**config.mk**
```make
export PLATFORM = sky130hd
export DESIGN_NAME = mul_share_arb
export DESIGN_NICKNAME = d
export VERILOG_FILES = /design/src/rtl/mul_share_arb.sv
export SDC_FILE = /design/constraint.sdc
export NUM_CORES = 1
export LEC_CHECK = 0
export BUFFER_PORTS_ARGS = -buffer_cell sky130_fd_sc_hd__buf_2
export CAP_MARGIN = 25
export CORE_MARGIN = 2
export CORE_UTILIZATION = 60
export DETAILED_ROUTE_END_ITERATION = 10
export PLACE_DENSITY = 0.92
export SETUP_SLACK_MARGIN = 0.2
export SLEW_MARGIN = 25
export SYNTH_ARGS = -nofsm -noshare
export SYNTH_HDL_FRONTEND = slang
export SYNTH_HIERARCHICAL = 1
export SYNTH_SLANG_ARGS = --single-unit
```
**constraint.sdc**
```tcl
create_clock -name clk -period 6.3 [get_ports clk]
set_clock_uncertainty 0.15 [all_clocks]
set_input_delay 1.89 -clock clk [delete_from_list [all_inputs] [get_ports clk]]
set_output_delay 1.89 -clock clk [all_outputs]
set_load 0.01 [all_outputs]
```
**src/rtl/mul_share_arb.sv**
```systemverilog
// Shares one sequential signed shift-add multiplier between NREQ requesters with a valid/ready response.
// Define MUL_SHARE_ARB_FIXED_PRIO_EN for fixed lowest-index-wins arbitration instead of round-robin.

module mul #(
    parameter int WIDTH = 16
) (
    input  logic                 clk,
    input  logic                 rst_n,
    input  logic                 start,
    input  logic [WIDTH-1:0]     a_i,
    input  logic [WIDTH-1:0]     b_i,
    output logic                 done,
    output logic [2*WIDTH-1:0]   result_o
);
    localparam int CW = $clog2(WIDTH + 1);

    logic                 run_q, run_d;
    logic                 done_q, done_d;
    logic [CW-1:0]        cnt_q, cnt_d;
    logic [2*WIDTH-1:0]   ma_q, ma_d;
    logic [2*WIDTH-1:0]   acc_q, acc_d;
    logic [WIDTH-1:0]     mb_q, mb_d;

    function automatic logic [WIDTH-1:0] mag(input logic signed [WIDTH-1:0] v);
        return v[WIDTH-1] ? (~v + 1'b1) : v;
    endfunction

    function automatic logic [2*WIDTH-1:0] apply_sign(input logic neg, input logic [2*WIDTH-1:0] m);
        return neg ? (~m + 1'b1) : m;
    endfunction

    always_comb begin
        run_d  = run_q;
        done_d = 1'b0;
        cnt_d  = cnt_q;
        ma_d   = ma_q;
        acc_d  = acc_q;
        mb_d   = mb_q;
        if (start) begin
            run_d = 1'b1;
            cnt_d = '0;
            acc_d = '0;
            ma_d  = {{WIDTH{1'b0}}, mag(a_i)};
            mb_d  = mag(b_i);
        end else if (run_q) begin
            // One extra cycle after the last bit so done lands WIDTH+1 cycles after start.
            if (cnt_q == CW'(WIDTH)) begin
                run_d  = 1'b0;
                done_d = 1'b1;
            end else begin
                if (mb_q[0]) begin
                    acc_d = acc_q + ma_q;
                end
                ma_d  = ma_q << 1;
                mb_d  = mb_q >> 1;
                cnt_d = cnt_q + 1'b1;
            end
        end
    end

    always_ff @(posedge clk or negedge rst_n) begin
        if (!rst_n) begin
            run_q  <= 1'b0;
            done_q <= 1'b0;
            cnt_q  <= '0;
            ma_q   <= '0;
            acc_q  <= '0;
            mb_q   <= '0;
        end else begin
            run_q  <= run_d;
            done_q <= done_d;
            cnt_q  <= cnt_d;
            ma_q   <= ma_d;
            acc_q  <= acc_d;
            mb_q   <= mb_d;
        end
    end

    assign done     = done_q;
    assign result_o = apply_sign(a_i[WIDTH-1] ^ b_i[WIDTH-1], acc_q);
endmodule

module mul_share_arb #(
    parameter  int WIDTH = 16,
    parameter  int NREQ  = 4,
    localparam int IDW   = $clog2(NREQ)
) (
    input  logic                     clk,
    input  logic                     rst_n,
    input  logic [NREQ-1:0]          req_valid,
    output logic [NREQ-1:0]          req_ready,
    input  logic [NREQ*WIDTH-1:0]    req_a,
    input  logic [NREQ*WIDTH-1:0]    req_b,
    output logic                     rsp_valid,
    input  logic                     rsp_ready,
    output logic [IDW-1:0]           rsp_id,
    output logic [2*WIDTH-1:0]       rsp_result,
    output logic                     busy
);
    typedef enum logic [1:0] {IDLE, ISSUE, RUN, RESP} state_t;

    state_t                        state_q, state_d;
    logic signed [WIDTH-1:0]       op_a_q, op_a_d;
    logic signed [WIDTH-1:0]       op_b_q, op_b_d;
    logic [IDW-1:0]                id_q, id_d;
    logic                          rsp_valid_q, rsp_valid_d;
    logic [IDW-1:0]                rsp_id_q, rsp_id_d;
    logic signed [2*WIDTH-1:0]     rsp_result_q, rsp_result_d;
    logic                          gnt_vld;
    logic [IDW-1:0]                gnt_idx;
    logic [NREQ-1:0]               ready_c;
    logic                          mul_start;
    logic                          mul_done;
    logic [2*WIDTH-1:0]            mul_result;

`ifdef MUL_SHARE_ARB_FIXED_PRIO_EN
    always_comb begin
        gnt_vld = 1'b0;
        gnt_idx = '0;
        for (int i = NREQ - 1; i >= 0; i--) begin
            if (req_valid[i]) begin
                gnt_vld = 1'b1;
                gnt_idx = IDW'(i);
            end
        end
    end
`else
    logic [IDW-1:0] rr_ptr_q, rr_ptr_d;
    int             idx;

    // Search upward from rr_ptr, wrapping modulo NREQ.
    always_comb begin
        gnt_vld = 1'b0;
        gnt_idx = '0;
        idx     = 0;
        for (int k = 0; k < NREQ; k++) begin
            idx = int'(rr_ptr_q) + k;
            if (idx >= NREQ) begin
                idx = idx - NREQ;
            end
            if (!gnt_vld && req_valid[idx]) begin
                gnt_vld = 1'b1;
                gnt_idx = IDW'(idx);
            end
        end
    end
`endif

    always_comb begin
        state_d      = state_q;
        op_a_d       = op_a_q;
        op_b_d       = op_b_q;
        id_d         = id_q;
        rsp_valid_d  = rsp_valid_q;
        rsp_id_d     = rsp_id_q;
        rsp_result_d = rsp_result_q;
        ready_c      = '0;
        mul_start    = 1'b0;
`ifndef MUL_SHARE_ARB_FIXED_PRIO_EN
        rr_ptr_d     = rr_ptr_q;
`endif
        case (state_q)
            IDLE: begin
                if (gnt_vld) begin
                    ready_c[gnt_idx] = rst_n;
                    op_a_d  = req_a[gnt_idx*WIDTH +: WIDTH];
                    op_b_d  = req_b[gnt_idx*WIDTH +: WIDTH];
                    id_d    = gnt_idx;
                    state_d = ISSUE;
`ifndef MUL_SHARE_ARB_FIXED_PRIO_EN
                    rr_ptr_d = (gnt_idx == IDW'(NREQ - 1)) ? '0 : gnt_idx + 1'b1;
`endif
                end
            end
            ISSUE: begin
                mul_start = 1'b1;
                state_d   = RUN;
            end
            RUN: begin
                if (mul_done) begin
                    rsp_result_d = mul_result;
                    rsp_id_d     = id_q;
                    rsp_valid_d  = 1'b1;
                    state_d      = RESP;
                end
            end
            RESP: begin
                if (rsp_ready) begin
                    rsp_valid_d = 1'b0;
                    state_d     = IDLE;
                end
            end
            default: state_d = IDLE;
        endcase
    end

    always_ff @(posedge clk or negedge rst_n) begin
        if (!rst_n) begin
            state_q      <= IDLE;
            op_a_q       <= '0;
            op_b_q       <= '0;
            id_q         <= '0;
            rsp_valid_q  <= 1'b0;
            rsp_id_q     <= '0;
            rsp_result_q <= '0;
`ifndef MUL_SHARE_ARB_FIXED_PRIO_EN
            rr_ptr_q     <= '0;
`endif
        end else begin
            state_q      <= state_d;
            op_a_q       <= op_a_d;
            op_b_q       <= op_b_d;
            id_q         <= id_d;
            rsp_valid_q  <= rsp_valid_d;
            rsp_id_q     <= rsp_id_d;
            rsp_result_q <= rsp_result_d;
`ifndef MUL_SHARE_ARB_FIXED_PRIO_EN
            rr_ptr_q     <= rr_ptr_d;
`endif
        end
    end

    mul #(.WIDTH(WIDTH)) u_mul (
        .clk      (clk),
        .rst_n    (rst_n),
        .start    (mul_start),
        .a_i      (op_a_q),
        .b_i      (op_b_q),
        .done     (mul_done),
        .result_o (mul_result)
    );

    assign req_ready  = ready_c;
    assign rsp_valid  = rsp_valid_q;
    assign rsp_id     = rsp_id_q;
    assign rsp_result = rsp_result_q;
    assign busy       = (state_q != IDLE);
endmodule

```
==> results.json, run 1 <==
{
  "outcome": "complete, no violations",
  "synth.largest_area_cell": "sky130_fd_sc_hd__dfrtp_1",
  "routed-via-count": 9318,
  "post_cts_hold_buffer_count": 0,
  "globalRouteTotalUtil": 0.2933,
  "grt_first_pass_wirelength_um": 43300,
  "power.share.combinational": 0.527,
  "post-synth-top-area-fraction": 0.3809,
  "drt-initial-drc-count": 849,
  "final_cell_area_um2": 12010,
  "fin_tns_setup_ns": 0,
  "clk_transition_reported_paths_ns": 0.07,
  "ys_dominant_reg_cell": "sky130_fd_sc_hd__dfrtp_1",
  "initial_core_util": 0.6098,
  "cp.required_ns": 4.26,
  "post-place-ws_ns": 0.8082,
  "worst_skew_pair.late_latency_ns": 0.43,
  "slew-limit-headroom": 0.3415,
  "synth.yosys.warnings": 6,
  "ys_async_rst_share": 1.000,
  "yosys.cell_count.top_type": "sky130_fd_sc_hd__dfrtp_1",
  "reg2reg_to": "u_mul/acc_q[30]$_DFFE_PN0P_",
  "postLayoutSetupSlackWorst_ns": 1.124,
  "synthTopCellsByArea": "sky130_fd_sc_hd__dfrtp_1, sky130_fd_sc_hd__nand2_1, sky130_fd_sc_hd__ha_1",
  "detail-route-antenna-nets": 0,
  "synth_common_cells": "sky130_fd_sc_hd__dfrtp_1, sky130_fd_sc_hd__nand2_1, sky130_fd_sc_hd__nor2_1",
  "worst_hold_startpoint": "u_mul/mb_q[11]$_DFFE_PN0P_",
  "detail_route.first_pass.iterations": 5,
  "post_synthesis_cell_count": 1129,
  "startpoint": "req_valid[1]",
  "rows": 48,
  "placed_cells_incl_taps": 1477,
  "detail_route.drc_violations": 0,
  "worstSetupPathType": "input port to output pin",
  "pwr-share-seq": 0.309,
  "number_of_clock_sinks_seen_by_cts": 160,
  "worst_ep_arrival_time_ns": 3.14,
  "maxClockFrequency_mhz": 193.2,
  "area_growth_syn_to_layout_pct": 14.25,
  "totalWireLength_um": 26880,
  "max_slew.worst_pin.slew_ns": 0.9863,
  "grt_start_max_net_pins": 75,
  "p_switching_mw": 2.842,
  "class_of_the_worst_hold_path": "flop to flop",
  "floorplan.core_area_um2": 17240,
  "crit-reg2reg-launch": "u_mul/acc_q[0]$_DFFE_PN0P_",
  "final_cell_count_no_fill": 1511,
  "finish.utilization": 0.6967,
  "worst_setup_path_end_kind": "output pin",
  "via_count_of_the_first_global_routing_pass": 8985,
  "power_density_nw_per_um2": 512.4,
  "fin_worst_hold_slack_ns": 0.3338,
  "reg2regPathDepth": 11,
  "synth.ff_latch_count": 160,
  "cts_made_buffers": 17,
  "setup.reg_to_reg.worst_slack_ns": 2.90,
  "clockPowerShare": 0.164,
  "cts_setup_buffers": 0,
  "overflow": 0,
  "synth-seq-area-share": 0.3809,
  "cp_startpoint_kind": "input port",
  "setup_viol_count_final": 0,
  "cts_tree": "built",
  "cts-htree-levels": 4,
  "synth_area_um2": 10510,
  "power_switching_share": 0.4619,
  "post_drt_via_cell_ratio": 6.167,
  "numPortBuffers": 174,
  "worst_ir_drop_on_vdd_mv": 0.3566,
  "final-hold-violation-count": 0,
  "end_point_of_the_critical_path": "req_ready[1]",
  "synth_cell_type_count": 86,
  "final.period_utilization": 0.8216,
  "drv_slew": 0,
  "cts.root.buffer_cell": "sky130_fd_sc_hd__clkbuf_16",
  "synth_enable_flop_cells": 0,
  "post_cts.resized_instances": 0,
  "finalPower_mw": 6.154,
  "gpl.final_weighted_congestion": 0.9006,
  "finish.net_count": 1448,
  "rsz0062_at_grt": "no",
  "syn-num-nets": 1306,
  "fp.dieArea_um2": 18590,
  "min_cycle_time_layout_ns": 5.176,
  "p_int_mw": 3.311,
  "synth_area_per_cell_um2": 9.310,
  "floorplan.io_pins": 175,
  "grt_antenna_before_repair": 2,
  "fraction_of_final_layout_cells_sized_beyond_drive_strength_1": 0.2477,
  "post_drt_wl_per_cell_um": 17.79,
  "leakage_power_total_nw": 5.742,
  "die_x_um": 136.4,
  "maxCapViolCount": 0,
  "ctsLongestPathBuffers": 2,
  "dp_area_um2": 11430,
  "critical_path.max_fanout": 24,
  "die-height_um": 136.4,
  "detailed_place_hpwl_um": 19580
}
registers in the layout, indices dropped and copies added (netlist names):
| register | count |
|---|---|
| op_b_q | 16 |
| rsp_id | 2 |
| u_mul/cnt_q | 5 |
| rsp_result | 32 |
| op_a_q | 16 |
| u_mul/acc_q | 32 |
| u_mul/done | 1 |
| rsp_valid | 1 |
| state_q | 2 |
| rr_ptr_q | 2 |
| u_mul/ma_q | 32 |
| id_q | 2 |
| u_mul/run_q | 1 |
| u_mul/mb_q | 16 |
critical path, stage by stage:
cell	delay [ns]
sky130_fd_sc_hd__buf_2	0.14
sky130_fd_sc_hd__or3_4	0.17
sky130_fd_sc_hd__nor2_2	0.05
sky130_fd_sc_hd__nor2_4	0.45
sky130_fd_sc_hd__and3_1	0.27
sky130_fd_sc_hd__buf_2	0.14
metal layers:
layer	up-vias	part of all wire	track usage
met5	-	0	0
met4	0	0.028	0.1140
met3	61	0.069	0.04698
met2	438	0.49	0.5050
met1	4458	0.41	0.3700
li1	4361	-	-
worst min path at each step:
| stage | endpoint | slack (ns) | cells past startpoint |
|---|---|---|---|
| 2_1_floorplan | id_q[0]$_DFFE_PN0P_ | 0.29 | 2 |
| 3_5_place_dp | u_mul/mb_q[11]$_DFFE_PN0P_ | 0.32 | 2 |
| 5_1_grt | rsp_result[8]$_DFFE_PN0P_ | 0.36 | 1 |
| 3_3_place_gp | u_mul/mb_q[12]$_DFFE_PN0P_ | 0.31 | 2 |
| 4_1_cts | u_mul/mb_q[11]$_DFFE_PN0P_ | 0.34 | 2 |
| 6_report | u_mul/mb_q[11]$_DFFE_PN0P_ | 0.33 | 2 |
cells by family after synthesis:
group,after synthesis,share of synthesized area
AOI/OAI and AO/OA,309,0.2122
xor gates and xnor gates,83,0.06916
adders and majority gates,42,0.05071
buffers and inverters,92,0.04452
DFF,160,0.3809
muxes,80,0.08035
and+or+nand+nor,363,0.1621
power groups by stage:
| stage | Combinational [mW] | Clock, mW | Sequential (mW) |
|---|---|---|---|
| finish | 3.24 | 1.01 | 1.90 |
| detailed placement | 3.17 | 0 | 1.89 |
| CTS | 3.22 | 1.02 | 1.88 |
| floorplan | 2.59 | 0 | 1.73 |
| global route | 3.58 | 1.06 | 1.95 |
| global placement | 3.01 | 0 | 1.86 |
cell usage in the layout, fill, tap and decap left out, drive strengths merged, types with 20 or more instances in the layout:
master,n
mux2i,45
a221oi,34
a21oi,78
nor2,100
nor3,20
nand3,34
ha,41
o22ai,33
mux2,35
xnor2,34
nand2,143
o21ai,75
xor2,49
inv,33
dfrtp,160
buf,188
layout make-up:
cell class	instances	area (um^2)
diodes	2	5.005
clock buffers	17	425.4
clock inverters	15	147.6
fillers	1289	5228
inverters	27	101.3
multi-input cells	877	6062
flip-flops and latches	160	4004
well taps	225	281.5
repair buffers	188	982.2
Note: power is estimated with default switching activity, not from simulation.
==> run 2: changes to the inputs <==
- CORE_UTILIZATION: 60 -> 58
- PLACE_DENSITY: 0.92 -> 0.9
- clock period: 6.3 -> 5.3 ns (I/O delays scaled with it)
==> run 2 against run 1 <==
Net effect: cell count up 0.40%; setup slack worse by 0.60 ns; combinational power up 19%; global-route usage down 2.0 points; register-to-register slack worse by 1.0 ns; count of clock-buffer cells in the layout unchanged; via count down 0.97%; worst hold slack worse by 0.0058 ns; first-iteration DRC count down 5.8%; critical path depth unchanged; flip-flop and latch count unchanged; critical endpoint is now req_ready[3].
==> results.json, run 2 (synthesis gave the netlist of run 1 again) <==
{
  "cp.required_ns": 3.56,
  "rsz0062_at_grt": "no",
  "cts.root.buffer_cell": "sky130_fd_sc_hd__clkbuf_16",
  "setup.reg_to_reg.worst_slack_ns": 1.88,
  "max_slew.worst_pin.slew_ns": 0.9187,
  "worst_skew_pair.late_latency_ns": 0.44,
  "totalWireLength_um": 26440,
  "overflow": 0,
  "maxClockFrequency_mhz": 209.2,
  "cts_made_buffers": 17,
  "startpoint": "req_valid[3]",
  "setup_viol_count_final": 0,
  "floorplan.core_area_um2": 17900,
  "layout_common_cells": "sky130_fd_sc_hd__buf_2, sky130_fd_sc_hd__dfrtp_1, sky130_fd_sc_hd__nand2_1",
  "grt_first_pass_wirelength_um": 43140,
  "initial_core_util": 0.5872,
  "rows": 49,
  "cts_setup_buffers": 0,
  "postLayoutSetupSlackWorst_ns": 0.5189,
  "slew-limit-headroom": 0.3855,
  "wl_met1_um": 11560,
  "number_of_clock_sinks_seen_by_cts": 160,
  "post_drt_via_cell_ratio": 6.083,
  "post_cts.resized_instances": 0,
  "path_depth": 6,
  "worstSetupPathType": "input port to output pin",
  "cts-htree-levels": 4,
  "crit_family": "simple AND/OR/NAND/NOR gates",
  "leakage_power_total_nw": 5.760,
  "worst_setup_path_end_kind": "output pin",
  "critical-path-slowest-cell": "sky130_fd_sc_hd__nor2_2",
  "via_count_of_the_first_global_routing_pass": 8726,
  "numPortBuffers": 174,
  "post_drt_wl_per_cell_um": 17.43,
  "floorplan.io_pins": 175,
  "ctsLongestPathBuffers": 2,
  "top_layer": "met4",
  "finish.net_count": 1449,
  "worst_ep_arrival_time_ns": 3.04,
  "worst_ir_drop_on_vdd_mv": 0.3478,
  "cp_num_buf_inv": 2,
  "worstPathCellList": "buf_2 > or3_4 > nor2_2 > nor2_2 > and3_1 > buf_2",
  "final_common_cell": "sky130_fd_sc_hd__buf_2",
  "dp_area_um2": 11430,
  "grt_start_max_net_pins": 64,
  "critical_path.max_fanout": 22,
  "post_cts_hold_buffer_count": 0,
  "end_point_of_the_critical_path": "req_ready[3]",
  "class_of_the_worst_hold_path": "flop to flop",
  "fp.dieArea_um2": 19220,
  "finalPower_mw": 7.352,
  "grt_antenna_before_repair": 3,
  "fin_worst_hold_slack_ns": 0.3280,
  "final-hold-violation-count": 0,
  "maxCapViolCount": 0,
  "outcome": "complete, no violations",
  "globalRouteTotalUtil": 0.2730,
  "routed-via-count": 9228,
  "cts_tree": "built",
  "clk_transition_reported_paths_ns": 0.08,
  "detailed_place_hpwl_um": 19270,
  "detail-route-antenna-nets": 0,
  "final.period_utilization": 0.9021,
  "worst_path_largest_cell_delay_ns": 0.61,
  "die_x_um": 138.6,
  "post-place-ws_ns": 0.5196,
  "drv_slew": 0,
  "met2RoutedLength_um": 12980,
  "detail_route.first_pass.iterations": 7,
  "crit-reg2reg-launch": "u_mul/acc_q[9]$_DFFE_PN0P_",
  "reg2reg_to": "u_mul/acc_q[31]$_DFFE_PN0P_",
  "min_cycle_time_layout_ns": 4.781,
  "area_growth_syn_to_layout_pct": 14.71,
  "reg2regPathDepth": 9,
  "fin_tns_setup_ns": 0,
  "gpl.final_weighted_congestion": 0.9258,
  "die-height_um": 138.6,
  "cp_startpoint_kind": "input port",
  "fraction_of_final_layout_cells_sized_beyond_drive_strength_1": 0.2482,
  "final_cell_area_um2": 12060,
  "detail_route.drc_violations": 0,
  "power_density_nw_per_um2": 609.8,
  "drt-initial-drc-count": 800,
  "routed-wl-met3_um": 1354
}
## run 2: cell types whose count changed in the layout (fill, tap and decap cells not counted), sizes merged
cell    change
diode       +1
clkinv      -1
buf         +1
bufinv      +1
## run 2: cell type report
type                       count  area (um^2)
sequential                   160         4004
timing repair buffer         189         1002
inverter                      27        101.3
antenna                        3        7.507
clock buffer                  17        425.4
clock inverter                15        173.9
tap                          229        286.5
fill                        1370         5844
multi-input combinational    877         6057
## run 2: power by group
part / total (mW) / internal (mW) / switching [mW]
Combinational: 3.84 / 1.61 / 2.23
Sequential: 2.26 / 1.68 / 0.587
Clock: 1.25 / 0.708 / 0.541
## run 2: worst reg2reg max path, cell delays in order (launching register included)
cell and delay [ns]:
sky130_fd_sc_hd__dfrtp_1 0.49, sky130_fd_sc_hd__ha_1 0.45, sky130_fd_sc_hd__and4_1 0.28, sky130_fd_sc_hd__and2_2 0.16
sky130_fd_sc_hd__o211ai_1 0.17, sky130_fd_sc_hd__a211oi_2 0.30, sky130_fd_sc_hd__nor3_2 0.10, sky130_fd_sc_hd__or2_2 0.33
sky130_fd_sc_hd__a311oi_1 0.50, sky130_fd_sc_hd__mux2_2 0.39
## run 2: per-layer routing
layer,global-route usage,vias up
li1,-,4379
met1,0.3644,4467
met2,0.4588,341
met3,0.04006,41
met4,0.09463,0
met5,0,-
## run 2: how the worst min path moves through the flow
stage | startpoint | end | slack (ns) | depth (start not counted)
finish | u_mul/mb_q[12]$_DFFE_PN0P_ | u_mul/mb_q[12]$_DFFE_PN0P_ | 0.33 | 2
global route | u_mul/mb_q[6]$_DFFE_PN0P_ | u_mul/mb_q[6]$_DFFE_PN0P_ | 0.35 | 2
CTS | u_mul/mb_q[12]$_DFFE_PN0P_ | u_mul/mb_q[12]$_DFFE_PN0P_ | 0.33 | 2
detailed placement | u_mul/mb_q[12]$_DFFE_PN0P_ | u_mul/mb_q[12]$_DFFE_PN0P_ | 0.32 | 2
global placement | u_mul/mb_q[12]$_DFFE_PN0P_ | u_mul/mb_q[12]$_DFFE_PN0P_ | 0.31 | 2
floorplan | id_q[0]$_DFFE_PN0P_ | id_q[0]$_DFFE_PN0P_ | 0.29 | 2
## run 2: through the flow
stage,instances,utilization
2_1_floorplan,1129,-
3_3_place_gp,1481,0.6385
3_5_place_dp,1481,0.6385
4_1_cts,1513,0.6720
5_1_grt,1517,0.6735
6_report,1517,0.6735
